<file path="src/rtl/enemy_collision_monitor.sv">
// enemy_collision_monitor: per-frame character/enemy overlap counting and damage FSM (lives, invulnerability, game over)
module enemy_collision_monitor #(
  parameter int          LIVES_INIT    = 3,
  parameter int          INVULN_FRAMES = 120,
  parameter int          MIN_OVERLAP   = 4,
  parameter logic [11:0] TRANSPARENT   = 12'h0f0,
  parameter int          H_LAST        = 639,
  parameter int          V_LAST        = 479
) (
  input  logic        clk,
  input  logic        reset_n,
  input  logic        pixel_tick,
  input  logic [3:0]  stage,
  input  logic [9:0]  pixel_x,
  input  logic [9:0]  pixel_y,
  input  logic [2:0]  enemy_region,
  input  logic [11:0] enemy_rgb,
  input  logic        chara_region,
  input  logic [11:0] chara_rgb,
  output logic        hit_pulse,
  output logic [2:0]  hit_mask,
  output logic [2:0]  lives,
  output logic        invuln,
  output logic        blink,
  output logic        game_over
);
  localparam logic [2:0]  LIVES0 = 3'(LIVES_INIT);
  localparam logic [7:0]  INV0   = 8'(INVULN_FRAMES);
  localparam logic [11:0] MIN_OV = 12'(MIN_OVERLAP);
  typedef enum logic [1:0] {ALIVE, INVULN, DEAD} state_t;
  state_t      state;
  logic [3:0]  prev_stage;
  logic [11:0] ov_cnt;
  logic [2:0]  ov_mask;
  logic [7:0]  inv_cnt;
  logic        active;
  logic        overlap;
  logic        frame_end;
  logic        change;
  logic [11:0] cnt_eval;
  logic [2:0]  mask_eval;
  logic [7:0]  inv_dec;
  logic        hit;
  // Pixel qualification and the frame's totals including the current pixel, so the frame-end pixel is judged too
  always_comb begin
    active    = stage >= 4'd1 && stage <= 4'd9;
    overlap   = pixel_tick && active && chara_region && chara_rgb != TRANSPARENT &&
                (|enemy_region) && enemy_rgb != TRANSPARENT;
    frame_end = pixel_tick && pixel_x == 10'(H_LAST) && pixel_y == 10'(V_LAST);
    change    = prev_stage != stage;
    cnt_eval  = (overlap && ov_cnt != 12'hfff) ? ov_cnt + 12'd1 : ov_cnt;
    mask_eval = overlap ? ov_mask | enemy_region : ov_mask;
    inv_dec   = inv_cnt - 8'd1;
    hit       = state == ALIVE && active && cnt_eval >= MIN_OV;
  end
  // Previous stage is tracked every cycle (reset included) so a change is seen exactly once
  always_ff @(posedge clk) prev_stage <= stage;
  // Overlap accumulators: cleared on reset, stage change, frame end and outside play stages
  always_ff @(posedge clk) begin
    if (!reset_n || change || frame_end || !active) begin
      ov_cnt  <= '0;
      ov_mask <= '0;
    end else begin
      ov_cnt  <= cnt_eval;
      ov_mask <= mask_eval;
    end
  end
  // Damage FSM with registered outputs; a stage change takes priority over a frame end
  always_ff @(posedge clk) begin
    if (!reset_n) begin
      state     <= ALIVE;
      hit_pulse <= 1'b0;
      hit_mask  <= '0;
      lives     <= LIVES0;
      inv_cnt   <= '0;
      invuln    <= 1'b0;
      blink     <= 1'b0;
      game_over <= 1'b0;
    end else begin
      hit_pulse <= 1'b0;
      if (change) begin
        if (stage == 4'd0) begin
          state     <= ALIVE;
          lives     <= LIVES0;
          game_over <= 1'b0;
          inv_cnt   <= '0;
          invuln    <= 1'b0;
          blink     <= 1'b0;
        end
      end else if (frame_end) begin
        case (state)
          ALIVE: begin
            if (hit) begin
              hit_pulse <= 1'b1;
              hit_mask  <= mask_eval;
              if (lives > 3'd1) begin
                lives   <= lives - 3'd1;
                inv_cnt <= INV0;
                state   <= INVULN;
                invuln  <= 1'b1;
                blink   <= INV0[3];
              end else begin
                lives     <= 3'd0;
                game_over <= 1'b1;
                state     <= DEAD;
              end
            end
          end
          INVULN: begin
            inv_cnt <= inv_dec;
            state   <= inv_dec == 8'd0 ? ALIVE : INVULN;
            invuln  <= inv_dec != 8'd0;
            blink   <= inv_dec != 8'd0 && inv_dec[3];
          end
          default: ;
        endcase
      end
    end
  end
endmodule
</file>
<file path="config.mk">
export PLATFORM = sky130hd
export DESIGN_NAME = enemy_collision_monitor
export DESIGN_NICKNAME = d
export VERILOG_FILES = /design/src/rtl/enemy_collision_monitor.sv
export SDC_FILE = /design/constraint.sdc
export NUM_CORES = 1
export LEC_CHECK = 0
export CAP_MARGIN = 10
export CORE_UTILIZATION = 43
export CTS_BUF_LIST = sky130_fd_sc_hd__clkbuf_8 sky130_fd_sc_hd__clkbuf_16
export DETAILED_ROUTE_END_ITERATION = 7
export PLACE_DENSITY = 0.87
export SLEW_MARGIN = 5
export SYNTH_ARGS = -nofsm -noshare
export SYNTH_HDL_FRONTEND = slang
export SYNTH_SLANG_ARGS = --single-unit
</file>
<file path="constraint.sdc">
create_clock -name clk -period 2.46 [get_ports clk]
set_input_delay 0.369 -clock clk [delete_from_list [all_inputs] [get_ports clk]]
set_output_delay 0.369 -clock clk [all_outputs]
set_load 0.01 [all_outputs]
</file>
==> impl_metrics.tcl, run 1 <==
set metrics [dict create \
    outcome "completed" \
    grt_start_max_net_pins 16 \
    antenna_found_initial 0 \
    num_rows 26 \
    dpl_cell_area_um2 3190 \
    wire_per_inst_um 15.8 \
    totalWireLength_mm 6.93 \
    min_from "stage[2]" \
    clock_latency_ns 0.29 \
    ys_seq_elements 39 \
    critPathRequiredTime_ns 2.65 \
    grt_overflow 0 \
    drc_errors 0 \
    synthToLayoutAreaGrowth_pct 54.3 \
    worstSetupStartpointType "input pin" \
    synth_edf_count 0 \
    cts_hold_buf 0 \
    timing.rr.start "ov_cnt[3]$_SDFF_PP0_" \
    setup_slack_ns 0.00388 \
    cts_sinks 39 \
    synth_nets 328 \
    tightest_slew_ns 0.407 \
    ant_nets 0 \
    synthArstFlopShare_pct 0 \
    path_max_fanout 4 \
    period_minus_slack_ns 2.46 \
    antenna_cells 0 \
    grt_pass1_wl_mm 10.9 \
    synth_cell_types 63 \
    reg2reg_depth 9 \
    crit_start "stage[2]" \
    avgSynthCellArea_um2 8.44 \
    start_util_pct 44.6 \
    nFillCells 399 \
    leakagePower_nw 1.37 \
    clock_skew_ns 0.00718 \
    rsz0062_at_grt "true" \
    setup_violations 0 \
    cts-root-buf "clkbuf_8" \
    vdd_drop_max_uv 203 \
    hold_viol 0 \
    arrival_ns 2.64 \
    synth_cells 268 \
    whs_path_depth 1 \
    cts_buffers 5 \
    critical_path_class "in -> reg" \
    io_pins 65 \
    end_kind "register" \
    coreArea_um2 5070 \
    hp-class "in -> reg" \
    hold_slack_ns 0.184 \
    die_w_um 74.5 \
    clock.fmax_mhz 407 \
    io_buffer_count 64 \
    synth_area_um2 2260 \
    ff_latch_area_um2 783 \
    nets 427 \
    die_y_um 74.5 \
    multi_input_area_um2 1560 \
    cts_tree "done" \
    die_area_um2 5550 \
    ys_seq_area_share_pct 34.5 \
    yosys_warnings 0 \
    fin_crit_sh_pct 99.8 \
    cap_violations 0 \
    drive_gt1_share_pct 25.3 \
    drtIter0Drc 213 \
    synthFlopType "dfxtp_1" \
    viasPerCell 5.76 \
    grt_use_total_pct 25.6 \
    place.gp.congestion 0.899 \
    hpwl_mm 4.62 \
    htreeDepth 2 \
    first_pass_iters 4 \
    grt_pass1_vias 2500 \
    vias 2525 \
    clkTransAtPathRegs_ns 0.07 \
    dp_slack_ns -0.660 \
    power_density_nw_per_um2 357 \
    slew_headroom_pct 72.8 \
    stdcell_area_um2 3490 \
    slew_violations 0 \
    clk_path_buf_depth 2 \
]
==> final cells by class <==
cell class	instances	share of cell area, %
multi-input combinational	205	44.6
timing repair buffer	106	27.1
sequential	39	22.4
tap	70	2.51
clock buffer	5	1.97
inverter	10	1.08
clock inverter	3	0.359
==> per-stage QoR <==
step	instances	setup TNS [ns]	power (mW)	util [%]
after global routing	438	-0.117	1.29	68.8
after floorplan	268	0	0.713	-
final	438	0	1.25	68.8
after detailed placement	424	-12.47	0.832	62.9
after CTS	437	0	1.24	67.3
after global placement	424	-10.19	0.826	62.9
==> state kept, by name (all words and copies together) (netlist names) <==
signal and flops:
state 2, game_over 1, blink 1, ov_mask 3, hit_pulse 1, prev_stage 4
inv_cnt 8, hit_mask 3, invuln 1, lives 3, ov_cnt 12
==> per-layer routing <==
layer	track usage, %	wire (um)	up-vias
met4	10.7	137	0
li1	-	-	1190
met1	29.3	2690	1184
met3	5.56	478	18
met2	45.6	3620	133
met5	0	0	-
==> where the power goes <==
group | total (mW) | switching (mW) | internal [mW] | leakage (nW)
logic | 0.187 | 0.0745 | 0.112 | 0.998
clock network | 0.419 | 0.228 | 0.191 | 0.0505
registers | 0.641 | 0.00474 | 0.637 | 0.317
==> logic make-up (layout without fill, tap and decap cells) <==
| family | after synthesis | in the layout | share of synthesized area (%) |
|---|---|---|---|
| flops | 39 | 39 | 34.5 |
| compound gates | 64 | 64 | 21.5 |
| buf+inv | 25 | 124 | 5.03 |
| fa+ha+maj | 5 | 5 | 2.77 |
| xor+xnor | 19 | 19 | 7.36 |
| mux | 2 | 2 | 0.885 |
| simple gates | 114 | 115 | 28.0 |
==> placed cells by master, fill, tap and decap left out, types with 6 or more instances in the layout <==
cell             instances
clkdlybuf4s50_1         31
nand4_1                  8
a31oi_1                  6
clkdlybuf4s15_1         11
inv_1                   12
xor2_1                   7
nor2_1                  33
a21oi_1                 15
dlygate4sd2_1           16
dfxtp_1                 37
nand2_1                 13
buf_4                   38
nand3_1                 16
xnor2_1                 12
==> repair_timing <==
action                                  CTS  global route
endpoints found under the setup margin   20            20
cloned                                    1             0
buffers inserted                          4             1
pin swaps                                24            18
gates resized for setup                  61            41
==> final timing paths <==
check / to / slack (ns)
worst max-delay path: state[0]$_SDFFE_PN0P_ / 0.004
worst min-delay path: prev_stage[2]$_DFF_P_ / 0.18
worst max register to register: state[0]$_SDFFE_PN0P_ / 0.03
worst min register to register: ov_mask[1]$_SDFF_PP0_ / 0.48
==> synthesized netlist by cell type, types with 2 or more instances <==
cell type / n / area (um2)
and3_1: 5 / 31.3
nand3_1: 17 / 85.1
o221a_1: 3 / 33.8
nand2_1: 13 / 48.8
and3_2: 2 / 15.0
inv_1: 10 / 37.5
nor2b_1: 3 / 18.8
mux2i_1: 2 / 20.0
xnor2_1: 12 / 105
nand2b_1: 2 / 12.5
or2_2: 2 / 12.5
nor4bb_1: 2 / 20.0
buf_2: 7 / 35.0
ha_1: 5 / 62.6
a31o_2: 2 / 17.5
nand4b_1: 2 / 17.5
o2111ai_1: 2 / 17.5
o211ai_1: 2 / 15.0
o21ai_1: 2 / 10.0
nand4_1: 8 / 50.1
a211o_1: 3 / 26.3
nor3_1: 4 / 20.0
o31ai_1: 4 / 30.0
dfxtp_1: 39 / 781
nor2_1: 33 / 124
o21ai_0: 4 / 20.0
a31oi_1: 6 / 37.5
a22oi_1: 2 / 15.0
a41oi_2: 2 / 32.5
and2_1: 4 / 25.0
a21oi_1: 17 / 85.1
clkbuf_1: 6 / 22.5
xor2_1: 7 / 61.3
nor4b_1: 5 / 43.8
==> worst max-delay path, cell delays in order <==
cell	delay, ns
buf_8	0.10
or4_4	0.55
nand2_4	0.14
nor4_4	0.07
a2111o_1	0.42
a22o_4	0.29
buf_6	0.12
o31ai_4	0.26
a21oi_2	0.09
a31o_2	0.22
Power figures use the tool's default switching activity.
==> inputs of run 2 (changes only) <==
--- a/config.mk
+++ b/config.mk
@@ -10,6 +10,7 @@
 export CTS_BUF_LIST = sky130_fd_sc_hd__clkbuf_8 sky130_fd_sc_hd__clkbuf_16
 export DETAILED_ROUTE_END_ITERATION = 7
 export PLACE_DENSITY = 0.87
+export REMOVE_ABC_BUFFERS = 1
 export SLEW_MARGIN = 5
 export SYNTH_ARGS = -nofsm -noshare
 export SYNTH_HDL_FRONTEND = slang
==> run 2 against run 1 <==
  * The run now ends with negative setup slack left
  * Die area unchanged
  * Count of clock-buffer cells in the layout unchanged
  * Largest cell class unchanged
  * Sequential share of layout area shrank 1.5 points
  * Wire length is 44% higher
  * Largest power group unchanged
  * Clock power is 5% higher
  * Global-route usage up 8.0 points
  * Critical path type unchanged
  * Register-to-register slack lost 0.05 ns
==> impl_metrics.tcl, run 2 (same netlist as run 1, synthesis figures left out) <==
set metrics [dict create \
    outcome "complete, but fails checks" \
    violations "negative setup slack" \
    setup_violations 11 \
    leakagePower_nw 1.42 \
    path_max_fanout 6 \
    clk_path_buf_depth 2 \
    final_common_cell "dfxtp_1" \
    grt_use_total_pct 33.6 \
    total_power_mw 1.30 \
    wire_per_inst_um 22.5 \
    regMostFlops "ov_cnt" \
    dp_slack_ns -0.733 \
    fin_crit_sh_pct 105 \
    reg_top3 "ov_cnt x12, inv_cnt x8, prev_stage x4" \
    coreArea_um2 5070 \
    most-common-layout-cells "39 x dfxtp_1, 37 x buf_4, 32 x nor2_1" \
    grt_start_max_net_pins 16 \
    synthToLayoutAreaGrowth_pct 64.5 \
    hold_viol 0 \
    cts_sinks 39 \
    setup_slack_ns -0.126 \
    io_buffer_count 64 \
    hp-class "in -> reg" \
    tightest_slew_ns 0.683 \
    largest_reg_flops 12 \
    start_util_pct 44.6 \
    clock_latency_ns 0.31 \
    cap_violations 0 \
    ant_nets 0 \
    hpwl_mm 5.17 \
    cts_buffers 5 \
    vias 2851 \
    place.gp.congestion 0.856 \
    slew_violations 0 \
    ff_latch_area_um2 781 \
    period_minus_slack_ns 2.59 \
    first_pass_iters 6 \
    num_rows 26 \
    totalWireLength_mm 9.97 \
    clock.fmax_mhz 387 \
    dpl_cell_area_um2 3200 \
    cts-root-buf "clkbuf_8" \
    vdd_drop_max_uv 233 \
    antenna_cells 0 \
    slew_headroom_pct 54.4 \
    antenna_found_initial 0 \
    multi_input_area_um2 1720 \
    critPathRequiredTime_ns 2.69 \
    stdcell_area_um2 3720 \
    die_area_um2 5550 \
    worstSetupStartpointType "input pin" \
    nFillCells 330 \
    htreeDepth 2 \
    end_kind "register" \
    viasPerCell 6.42 \
    arrival_ns 2.81 \
    cts_tree "done" \
    rsz0062_at_grt "true" \
    die_w_um 74.5 \
    drc_errors 0 \
    critical_path_class "in -> reg" \
    final_util_pct 73.3 \
    nets 433 \
    drive_gt1_share_pct 32.4 \
    clock_skew_ns 0.0199 \
    clkTransAtPathRegs_ns 0.08 \
    die_y_um 74.5 \
    drtIter0Drc 450 \
    grt_pass1_wl_mm 13.7 \
    grt_pass1_vias 2787 \
    power_density_nw_per_um2 351 \
    io_pins 65 \
    grt_overflow 0 \
]
==> run 2: cell count changes in the layout (fill, tap and decap cells not counted), sizes merged <==
cell / delta
buf: +6
clkbuf: +7
clkdlybuf4s15: +1
dlygate4sd2: -7
dlymetal6s2s: -1
==> run 2: report_power, final <==
| part | internal (mW) | switching [mW] | total, mW |
|---|---|---|---|
| clock | 0.191 | 0.246 | 0.438 |
| combinational | 0.124 | 0.101 | 0.225 |
| sequential | 0.637 | 0.00539 | 0.642 |
==> run 2: worst paths after layout <==
kind	from	end	slack, ns	depth (start not counted)
max reg2reg	ov_cnt[5]$_SDFF_PP0_	lives[0]$_SDFFE_PN1P_	-0.02	9
min	stage[0]	prev_stage[0]$_DFF_P_	0.17	1
max	enemy_region[0]	lives[0]$_SDFFE_PN1P_	-0.13	11
min reg2reg	game_over$_SDFFE_PN0P_	game_over$_SDFFE_PN0P_	0.47	2
==> run 2: critical path, cell delays in order <==
cell           delay (ns)
dlygate4sd2_1        0.24
o311ai_2             0.10
buf_4                0.17
buf_12               0.12
nor4_4               0.43
nand4_1              0.23
a22o_4               0.36
o311ai_4             0.33
buf_6                0.19
a21oi_4              0.06
a41oi_2              0.18
==> run 2: through the flow <==
| step | hold WS, ns | cells | setup TNS, ns |
|---|---|---|---|
| 5_1_grt | 0.163 | 444 | -2.17 |
| 3_5_place_dp | 0.450 | 425 | -13.78 |
| 2_1_floorplan | 0.397 | 253 | -2.32 |
| 4_1_cts | 0.286 | 442 | 0 |
| 6_report | 0.169 | 444 | -0.795 |
| 3_3_place_gp | 0.434 | 425 | -10.94 |
==> run 2: area by class of cell <==
type                    instances  share of cell area (%)
clock buffers                   5                    1.85
clock inverters                 3                   0.336
inverters                      10                    1.01
multi-input cells             205                    46.2
flip-flops and latches         39                    21.0
well taps                      70                    2.35
repair buffers                112                    27.3
==> run 2: repair_timing <==
action / 4_1_cts / 5_1_grt
cloned: 2 / 0
buffers inserted: 8 / 2
endpoints found under the setup margin: 20 / 20
pin swaps: 28 / 22
gates resized for setup: 88 / 60
hold buffers: 0 / 0
==> run 2: routing by layer <==
| metal | vias to the layer above | GRT usage [%] | part of all wire, % |
|---|---|---|---|
| met4 | 0 | 22.2 | 7.4 |
| li1 | 1202 | - | - |
| met2 | 231 | 57.9 | 50 |
| met3 | 95 | 9.21 | 8.1 |
| met5 | - | 0 | 0 |
| met1 | 1323 | 35.8 | 34 |
==> inputs of run 3 (changes only) <==
--- a/config.mk
+++ b/config.mk
@@ -6,8 +6,10 @@
 export NUM_CORES = 1
 export LEC_CHECK = 0
 export CAP_MARGIN = 10
+export CORE_MARGIN = 8
 export CORE_UTILIZATION = 43
 export CTS_BUF_LIST = sky130_fd_sc_hd__clkbuf_8 sky130_fd_sc_hd__clkbuf_16
+export CTS_CLUSTER_DIAMETER = 120
 export DETAILED_ROUTE_END_ITERATION = 7
 export PLACE_DENSITY = 0.87
 export REMOVE_ABC_BUFFERS = 1
==> run 3 against run 2 <==
  * The flow still finishes with violations (negative setup slack)
  * Wire length decreased by 9.8%
  * Hold slack worse by 0.0053 ns
  * Largest cell class unchanged
  * Combinational power down 7%
  * Core utilization decreased by 0.44 points
==> impl_metrics.tcl, run 3 (same netlist as run 1, synthesis figures left out) <==
set metrics [dict create \
    largest_reg_flops 12 \
    first_pass_iters 5 \
    p_switching_mw 0.332 \
    nFillCells 322 \
    path_max_fanout 6 \
    clock.fmax_mhz 395 \
    synthToLayoutAreaGrowth_pct 64.5 \
    period_minus_slack_ns 2.53 \
    drc_errors 0 \
    wire_per_inst_um 20.3 \
    ant_nets 0 \
    antenna_cells 0 \
    cpMaxStageDelayCell "a211o_4" \
    pwr-share-seq_pct 43.0 \
    rsz0062_at_grt "true" \
    leakagePower_nw 1.43 \
    cts-root-buf "clkbuf_8" \
    hpwl_mm 4.99 \
    tightest_slew_ns 0.483 \
    htreeDepth 2 \
    coreArea_um2 5110 \
    reg_top3 "ov_cnt x12, inv_cnt x8, prev_stage x4" \
    vias 2649 \
    viasPerCell 5.97 \
    worstSetupStartpointType "input pin" \
    cap_violations 0 \
    arrival_ns 2.75 \
    vdd_drop_max_uv 394 \
    slew_headroom_pct 67.8 \
    start_util_pct 44.3 \
    fin_crit_sh_pct 103 \
    p_int_mw 1.16 \
    cts_sinks 39 \
    die_y_um 88.5 \
    grt_overflow 0 \
    totalWireLength_mm 9.00 \
    antenna_found_initial 0 \
    setup_slack_ns -0.0685 \
    outcome "complete, but fails checks" \
    nets 433 \
    clkTransAtPathRegs_ns 0.09 \
    grt_pass1_wl_mm 13.1 \
    most-common-layout-cells "40 x buf_4, 38 x dfxtp_1, 33 x nor2_1" \
    io_buffer_count 64 \
    dp_slack_ns -0.620 \
    regMostFlops "ov_cnt" \
    critPathRequiredTime_ns 2.68 \
    place.gp.congestion 0.868 \
    drtIter0Drc 154 \
    violations "negative setup slack" \
    power_density_nw_per_um2 401 \
    setup_violations 8 \
    num_rows 26 \
    p_comb_share_pct 14.1 \
    die_w_um 88.5 \
    clockPowerShare_pct 43.0 \
    switching_share_pct 22.2 \
    hp-class "in -> reg" \
    cp_cell_sequence "dlygate4sd2_1 -> nor4b_2 -> and3_4 -> buf_12 -> nor4_4 -> a211o_1 -> a211o_4 -> o311ai_4 -> buf_6 -> a21oi_2 -> a41oi_2" \
    final_util_pct 72.9 \
    die_area_um2 7840 \
    grt_use_total_pct 21.4 \
    end_kind "register" \
    cp_slowest_stage_delay_ns 0.40 \
    cts_tree "done" \
    slew_violations 0 \
    clock_latency_ns 0.30 \
    critical_path_class "in -> reg" \
    clk_path_buf_depth 2 \
    clock_skew_ns 0.0140 \
    hold_viol 0 \
    final_common_cell "buf_4" \
    io_pins 65 \
    grt_pass1_vias 2655 \
    total_power_mw 1.49 \
    grt_start_max_net_pins 16 \
    drive_gt1_share_pct 30.5 \
    cts_hold_buf 0 \
    cts_buffers 5 \
]
==> run 3: cell types whose count changed in the layout (fill, tap and decap cells not counted), sizes merged <==
cell | before | now
bufinv | 0 | 2
clkbuf | 14 | 10
clkinv | 1 | 0
dlygate4sd2 | 9 | 13
inv | 12 | 11
==> run 3: stage by stage <==
step | std cells | TNS, ns | hold slack, ns | area, um2
floorplan | 253 | -2.32 | 0.397 | 2190
detailed placement | 420 | -11.45 | 0.453 | 3170
global placement | 420 | -9.98 | 0.434 | 3170
global route | 444 | -1.00 | 0.164 | 3720
CTS | 440 | 0 | 0.207 | 3550
finish | 444 | -0.183 | 0.163 | 3720
==> run 3: worst paths after layout <==
kind | from | to | slack [ns] | cells after the start
setup / recovery | chara_rgb[11] | lives[1]$_SDFFE_PN1P_ | -0.07 | 11
hold / removal | stage[0] | prev_stage[0]$_DFF_P_ | 0.16 | 1
setup reg to reg | ov_cnt[3]$_SDFF_PP0_ | lives[1]$_SDFFE_PN1P_ | -0.01 | 9
hold reg to reg | game_over$_SDFFE_PN0P_ | game_over$_SDFFE_PN0P_ | 0.47 | 2
==> run 3: critical path, delay by kind of cell <==
family,cells,cell delay (ns)
buffers and inverters,3,0.55
AND/OR/NAND/NOR,3,0.59
AO/OA/AOI/OAI,5,1.24
==> run 3: area by class of cell <==
| type | count | area [um2] | share of cell area [%] |
|---|---|---|---|
| Clock buffer | 5 | 68.8 | 1.85 |
| Clock inverter | 3 | 63.8 | 1.71 |
| Inverter | 10 | 37.5 | 1.01 |
| Multi-Input combinational cell | 205 | 1660 | 44.5 |
| Sequential cell | 39 | 782 | 21.0 |
| Tap cell | 70 | 87.6 | 2.35 |
| Timing Repair Buffer | 112 | 1030 | 27.6 |
==> run 3: power by group through the flow <==
stage	clock network [mW]	registers [mW]	logic (mW)
floorplan	0	0.655	0.0498
global placement	0	0.656	0.171
detailed placement	0	0.656	0.175
CTS	0.637	0.641	0.183
global route	0.661	0.642	0.220
finish	0.641	0.642	0.210
==> run 3: layer usage <==
layer | share of wire, % | vias to the layer above | GRT usage, %
met5 | 0 | - | 0
met4 | 6.0 | 0 | 11.2
met3 | 5.5 | 52 | 4.64
met2 | 52 | 115 | 39.1
met1 | 37 | 1286 | 22.3
li1 | - | 1196 | -
==> run 3: repair_timing <==
item / in CTS / in global routing
pin swaps: 24 / 31
cloned: 2 / 0
endpoints found under the hold margin: 0 / 0
setup endpoints to repair: 20 / 20
resized for setup: 75 / 53
setup buffers: 10 / 5
